File: src/rtl/alu_pkg.sv
// rtl/alu_pkg.sv - shared opcodes and width default for the execute-stage ALU
package alu_pkg;

   localparam int ALU_WIDTH = 32;

   localparam logic [3:0] ALU_AND  = 4'b0000;
   localparam logic [3:0] ALU_OR   = 4'b0001;
   localparam logic [3:0] ALU_ADD  = 4'b0010;
   localparam logic [3:0] ALU_XOR  = 4'b0011;
   localparam logic [3:0] ALU_SLL  = 4'b0100;
   localparam logic [3:0] ALU_SRL  = 4'b0101;
   localparam logic [3:0] ALU_SUB  = 4'b0110;
   localparam logic [3:0] ALU_SLT  = 4'b0111;
   localparam logic [3:0] ALU_SRA  = 4'b1000;
   localparam logic [3:0] ALU_SLTU = 4'b1001;
   localparam logic [3:0] ALU_NOR  = 4'b1100;

endpackage

File: src/rtl/alu_comb.sv
// rtl/alu_comb.sv - combinational ALU datapath: operands and opcode to result and signed overflow
module alu_comb
   import alu_pkg::*;
#(
   parameter int WIDTH = ALU_WIDTH
) (
   input  logic [WIDTH-1:0] a,
   input  logic [WIDTH-1:0] b,
   input  logic [3:0]       alu_control,
   output logic [WIDTH-1:0] result,
   output logic             overflow
);

   logic [WIDTH-1:0] sum;
   logic [WIDTH-1:0] diff;
   logic [4:0]       shamt;
   logic             a_sign;
   logic             b_sign;

   // Adder and subtractor are shared between arithmetic ops and overflow detection
   assign sum    = a + b;
   assign diff   = a - b;
   assign shamt  = b[4:0];
   assign a_sign = a[WIDTH-1];
   assign b_sign = b[WIDTH-1];

   // Operation select; unassigned opcodes fall to zero so nothing is held over
   always_comb begin
      result   = '0;
      overflow = 1'b0;
      case (alu_control)
         ALU_AND:  result = a & b;
         ALU_OR:   result = a | b;
         ALU_ADD: begin
            result   = sum;
            overflow = (a_sign == b_sign) && (sum[WIDTH-1] != a_sign);
         end
         ALU_XOR:  result = a ^ b;
         ALU_SLL:  result = a << shamt;
         ALU_SRL:  result = a >> shamt;
         ALU_SUB: begin
            result   = diff;
            overflow = (a_sign != b_sign) && (diff[WIDTH-1] != a_sign);
         end
         ALU_SLT:  result = {{(WIDTH-1){1'b0}}, ($signed(a) < $signed(b))};
         ALU_SRA:  result = $unsigned($signed(a) >>> shamt);
         ALU_SLTU: result = {{(WIDTH-1){1'b0}}, (a < b)};
         ALU_NOR:  result = ~(a | b);
         default: begin
            result   = '0;
            overflow = 1'b0;
         end
      endcase
   end

endmodule

File: src/rtl/alu.sv
// rtl/alu.sv - registered 32-bit ALU with Zero and signed Overflow flags
module alu
   import alu_pkg::*;
#(
   parameter int WIDTH = ALU_WIDTH
) (
   input  logic             clk,
   input  logic             rst,
   input  logic [WIDTH-1:0] A,
   input  logic [WIDTH-1:0] B,
   input  logic [3:0]       ALUControl,
   output logic [WIDTH-1:0] Result,
   output logic             Zero,
   output logic             Overflow
);

   logic [WIDTH-1:0] next_result;
   logic             next_overflow;

   alu_comb #(.WIDTH(WIDTH)) u_comb (
      .a           (A),
      .b           (B),
      .alu_control (ALUControl),
      .result      (next_result),
      .overflow    (next_overflow)
   );

   // Output register; Zero derives from the value being loaded so it always matches Result
   always_ff @(posedge clk) begin
      if (rst) begin
         Result   <= '0;
         Zero     <= 1'b1;
         Overflow <= 1'b0;
      end else begin
         Result   <= next_result;
         Zero     <= (next_result == '0);
         Overflow <= next_overflow;
      end
   end

endmodule

File: config.mk
export PLATFORM = sky130hd
export DESIGN_NAME = alu
export DESIGN_NICKNAME = d
export VERILOG_FILES = /design/src/rtl/alu_pkg.sv /design/src/rtl/alu_comb.sv /design/src/rtl/alu.sv
export SDC_FILE = /design/constraint.sdc
export NUM_CORES = 1
export LEC_CHECK = 0
export BUFFER_PORTS_ARGS = -buffer_cell sky130_fd_sc_hd__buf_2
export CORE_UTILIZATION = 40
export DETAILED_ROUTE_END_ITERATION = 16
export PLACE_DENSITY = 0.59
export SETUP_SLACK_MARGIN = 0.02
export SKIP_LAST_GASP = 1
export SLEW_MARGIN = 20
export SYNTH_ARGS = -nofsm -noshare
export SYNTH_HDL_FRONTEND = slang
export SYNTH_HIERARCHICAL = 1
export SYNTH_SLANG_ARGS = --single-unit
File: constraint.sdc
create_clock -name clk -period 4.72 [get_ports clk]
set_input_delay 0.472 -clock clk [delete_from_list [all_inputs] [get_ports clk]]
set_output_delay 0.472 -clock clk [all_outputs]
set_load 0.005 [all_outputs]
; ---- Word-level counts from Yosys, hierarchy flattened
; Index checks and enable logic that the tools add are counted.
[totals]
input_bits = 70
word_cells = 34
regBits = 34
[op_classes]
bitwise_logic = 4
n_reduce_logical = 4
magnitude_cmp = 2
shift = 3
n_mux = 2
add_sub_neg = 2
eq_ne = 14
[op_table]
columns = operator, n
row1 = $pmux W32 S11, 1
row2 = $lt A32 B32 Y1, 2
row3 = $add A32 B32 Y32, 1
row4 = $and A32 B32 Y32, 1
row5 = $logic_not A32 Y1, 1
row6 = $not A32 Y32, 1
row7 = $or A32 B32 Y32, 1
row8 = $shl A32 B5 Y32, 1
row9 = $shr A32 B5 Y32, 1
row10 = $sshr A32 B5 Y32, 1
row11 = $sub A32 B32 Y32, 1
row12 = $xor A32 B32 Y32, 1
row13 = $eq A4 B3 Y1 const B, 4
row14 = $eq A4 B4 Y1 const B, 3
row15 = $eq A4 B2 Y1 const B, 2
row16 = $eq A4 B1 Y1 const B, 1
row17 = $logic_not A4 Y1, 1
row18 = $ne A1 B1 Y1, 3
row19 = $logic_and A1 B1 Y1, 2
row20 = $pmux W1 S2, 1
row21 = $eq A1 B1 Y1, 1

; ---- Logic depth before layout (Yosys ltp)
[depth]
ltp_word = 4
mapped_depth = 19

; ---- Hierarchy
; Netlist, hierarchy kept.
[modules_own_cells]
columns = mod, area_per_inst_um2, cells_per_inst, seq_area_each_um2, n_inst
row1 = alu_comb, 9053.7, 1400, 0.0, 1
row2 = alu, 999.7, 81, 680.7, 1

; ---- Worst setup path before layout
; Ideal clock, no wire load.
[synth_timing]
path_kind = input to register
from = input B[3]
to = register Zero
arrival_ns = 4.369
path_stages = 19
slack_ns = 0.281
cell_sequence = clkbuf_1 -> inv_1 -> clkbuf_1 -> clkbuf_1 -> buf_1 -> ha_1 -> buf_2 -> clkinv_1 -> o311ai_1 -> a21boi_2 -> nand4_1 -> and3_4 -> o31a_1 -> or4b_1 -> a31oi_1 -> o22ai_1 -> nor4_2 -> nand4_1 -> o21bai_1
[synth_via]
word_cells_on_any_way = 13
classes_between = add/sub (2) / order compare (2) / shift (3) / mux (1) / bitwise (4) / reduce/logical (1)
[synth_rtl]
columns = element, line_no
row1 = start: declaration, alu.sv:10  ; input logic [WIDTH-1:0] B,
row2 = $sub A32 B32 Y32 (tied with other cells), alu_comb.sv:22  ; assign diff = a - b;
row3 = $pmux W32 S11 *, alu_comb.sv:31  ; case (alu_control)
row4 = via next_result[29], alu.sv:17  ; logic [WIDTH-1:0] next_result;
row5 = $logic_not A32 Y1 *, alu.sv:36  ; Zero <= (next_result == '0);
row6 = end signal: assignment, alu.sv:36
row7 = end: declaration, alu.sv:13  ; output logic Zero,
; The timed path passes the listed nets; every way through them passes the cells marked *.
; A chain may end at the register's enable or synchronous reset.

; ---- Worst setup path after layout
[layout_timing]
from = input A[2]
to = register Zero
[layout_via]
word_cells_on_any_way = 13
classes_between = add/sub (2) / order compare (2) / shift (3) / mux (1) / bitwise (4) / reduce/logical (1)
[layout_rtl]
columns = element, line_no
row1 = start: declaration, alu.sv:9  ; input logic [WIDTH-1:0] A,
row2 = $sub A32 B32 Y32 (tied with other cells), alu_comb.sv:22
row3 = $pmux W32 S11 *, alu_comb.sv:31
row4 = via next_result[18], alu.sv:17
row5 = $logic_not A32 Y1 *, alu.sv:36
; Marked as above.

==> results.txt <==
The flow ran to the end, and the final reports show no timing, DRC or antenna violations. The startpoint-to-endpoint class of the critical path is in2reg. The post-cts repair resize count came out at 0. The core outline area came out at 24500 um2. The area of the die is 25800 um2. At the end of the flow, the number of nets in the layout was 1723. The largest fanout on the critical path is 8.

The initial antenna violation count is 2. The post-placement setup slack is 388 ps. Pin placement for this block handled around 100 I/O pins. The cell sitting at the root of the clock tree is a clkbuf_16. The final HPWL from detailed placement is between 30 and 40 mm. The clock period could shrink to ~4200 ps. Counting every instance in the synthesized netlist gives between 1k and 1.5k. Clock-pin slew was measured on the worst setup and hold paths at 50 ps. The total of fill cells in the finished design came out at 2596. The number of buffers on the longest clock path is 2. Input and output buffers added on the ports amount to approximately 100. The tightest min-delay check is of the in2reg type. The standard-cell row count came out at 57. For this run, the share of the core covered by cells in the final layout is 0.459.

For this configuration, the core starts out at a cell density of 0.411. The final RePlAce weighted congestion is slightly above 1. The area fraction of the dominant cell type after synthesis came out at 0.129.

The multi-input combinational cells in the finished layout cover a total of 8570 um2. After routing, the total negative slack on setup checks comes to 0 ps. The count of endpoints failing setup in the final report came out at 0. Static timing analysis puts the maximum clock frequency at around 240 MHz. The proportion of register bits with asynchronous set or reset after synthesis came out at 0.

The number of hold violations in the final report is 0. In this run, post-CTS hold repair placed 0 buffers. Measured along the x axis, the die boundary spans roughly 160 um. After synthesis the netlist holds a flip-flop and latch count of 34.

The max-capacitance violation count came out at 0. At the pin with the least slew margin, the transition time is around 1200 ps. The worst setup path is launched from an input pin. The final worst-path cycle share is 0.899. The residual overflow from global routing came out at 0.

Entering global routing, the biggest net connects 63 pins. The via count of the first global-routing pass is roughly 11k. The number of buffers inserted during clock tree synthesis is 5. The cell taking the most area after synthesis is ha_1. The per-cell routed wire length came out at roughly 27 um. The cell area power density came out at 177 nW/um2. In this run the vertical extent of the chip is 161 um.

In this run the cell area of the synthesized design comes to 10100 um2. Among all flip-flop cells after synthesis, the most frequent one is dfxtp_1. The level count of the clock H-tree came out at 2. Headroom to the max-slew limit came out at 0.213. The number of synthesized flops with an enable pin is 0.

Sorting the synthesized cells by area gives the leading types as ha_1, dfxtp_1, a21oi_1, nor2_1, nand2_1. The total routing usage reported by global routing came out at 0.379. The count of different cell masters after synthesis is between 90 and 100. The total nets after synthesis came out at about 1.7k.

The sequential cells in the finished layout cover a total of 681 um2. TritonCTS built the clock tree. The wire length after detailed routing is roughly 50 mm. The count of routing violations after the opening detailed-route iteration came out at between 1.5k and 2k. The number of setup buffers added after CTS came out at 0. The data required time at the worst endpoint is between 4000 and 5000 ps. The worst supply voltage drop on vdd came out at 215 uV. The total number of yosys warnings is 6. The layout overhead on the synthesized area is 11.7%.

The final-report max-slew violation count came out at 0. The count of clock tree sinks is 34. The post-route worst setup slack is ~480 ps. The average via count per standard cell is roughly 6.7. STA classifies the critical path endpoint as a register. A synthesized cell averages 6.79 um2.

The overall via count from detail_route came out at ~13k. At the worst endpoint, the arrival time is ~4500 ps. The first global-routing pass estimated about 73 mm of wire. Setup repair after global routing left no endpoint under its margin. The detail route stage leaves a number of antenna-violating nets equal to 0.

The analysis attributes to cell leakage a power of about 0.0049 uW. The detailed-router iteration count before antenna repair came out at 6. The fraction of the yosys area taken by sequential cells came out at 0.0677. The post-detailed-route DRC marker count is 0. The fraction of layout cells with a size suffix above 1 is 0.161.
==> through the flow <==
stage	power [uW]	std cells	hold slack, ps	area (um2)
after global routing	2090	1872	723	11200
after floorplan	1140	1481	544	10100
after detailed placement	1620	1864	845	11100
final	1990	1873	678	11200
after global placement	1620	1864	847	11100
after CTS	1940	1872	678	11200
==> worst paths after layout <==
check                 from        to  slack [ps]  cells past startpoint
worst max-delay path  A[2]      Zero         480                     16
worst min-delay path   rst  Overflow         680                      2
==> registers in the layout, summed over array words and instances, names as in the netlist <==
signal	flops
Result	32
Zero	1
Overflow	1
==> cell families after synthesis <==
group / Yosys count / synth area share
AOI/OAI and AO/OA: 518 / 0.348
xor gates and xnor gates: 8 / 0.00697
adders and majority gates: 106 / 0.133
buffers and inverters: 208 / 0.0850
DFF: 34 / 0.0677
muxes: 89 / 0.112
and+or+nand+nor: 518 / 0.247
==> per-layer routing <==
metal	wire length [um]	vias up	part of all wire	track usage
li1	-	5611	-	-
met1	20800	5977	0.41	0.524
met2	20900	884	0.42	0.561
met3	6240	130	0.12	0.0811
met4	2240	2	0.045	0.163
met5	13	-	0.00026	0
==> layout make-up <==
cell class              instances  share of cell area
multi-input cells            1239               0.763
flip-flops and latches         34              0.0606
clock inverters                 1            0.000446
inverters                      96              0.0321
diodes                          1            0.000223
clock buffers                   7              0.0127
repair buffers                171              0.0949
well taps                     324              0.0361
==> worst max-delay path, stage by stage <==
cell and delay [ps]:
buf_2 210, inv_1 70, ha_1 330, buf_4 170, nand2b_1 140, a21oi_1 110
nor3b_1 630, a21oi_1 350, o21ai_0 420, nor2_1 80, a31o_2 220, o22ai_1 380
nand4_1 240, nor4_2 350, nand4_1 130, o21bai_1 140
==> placed cells by master, fill, tap and decap left out, types with 8 or more instances in the layout <==
master    instances
buf_4            66
mux2i_1          51
a221o_1          18
a21o_1           12
nor2b_1          43
o211ai_1         25
nor2_1          157
a21oi_1         132
a211oi_1         33
nand3_1          42
o22ai_1          20
nor3_1           25
o31ai_1          11
o21ai_1          11
mux2_2           20
and3_1            8
o221ai_1         15
nand4_1          12
a22oi_1          12
o21bai_1         17
nand2_1         156
dfxtp_1          34
mux4_2           16
nand2b_1         16
ha_1            104
buf_2           102
a221oi_1         27
a31oi_1          15
inv_1            91
o21ai_0          89
==> power breakdown <==
group          internal, uW  total (uW)  switching [uW]
clock network           208         316             107
registers               317         322            5.60
logic                   466        1350             884
total                   991        1990             997
==> synth_stat cells, types with 33 or more instances <==
library cell	n
nor2_1	159
nand2_1	156
a21oi_1	132
ha_1	104
inv_1	91
o21ai_0	89
clkbuf_1	69
mux2i_1	51
nor2b_1	43
nand3_1	42
dfxtp_1	34
a211oi_1	33
Note: power is estimated with default switching activity, not from simulation.
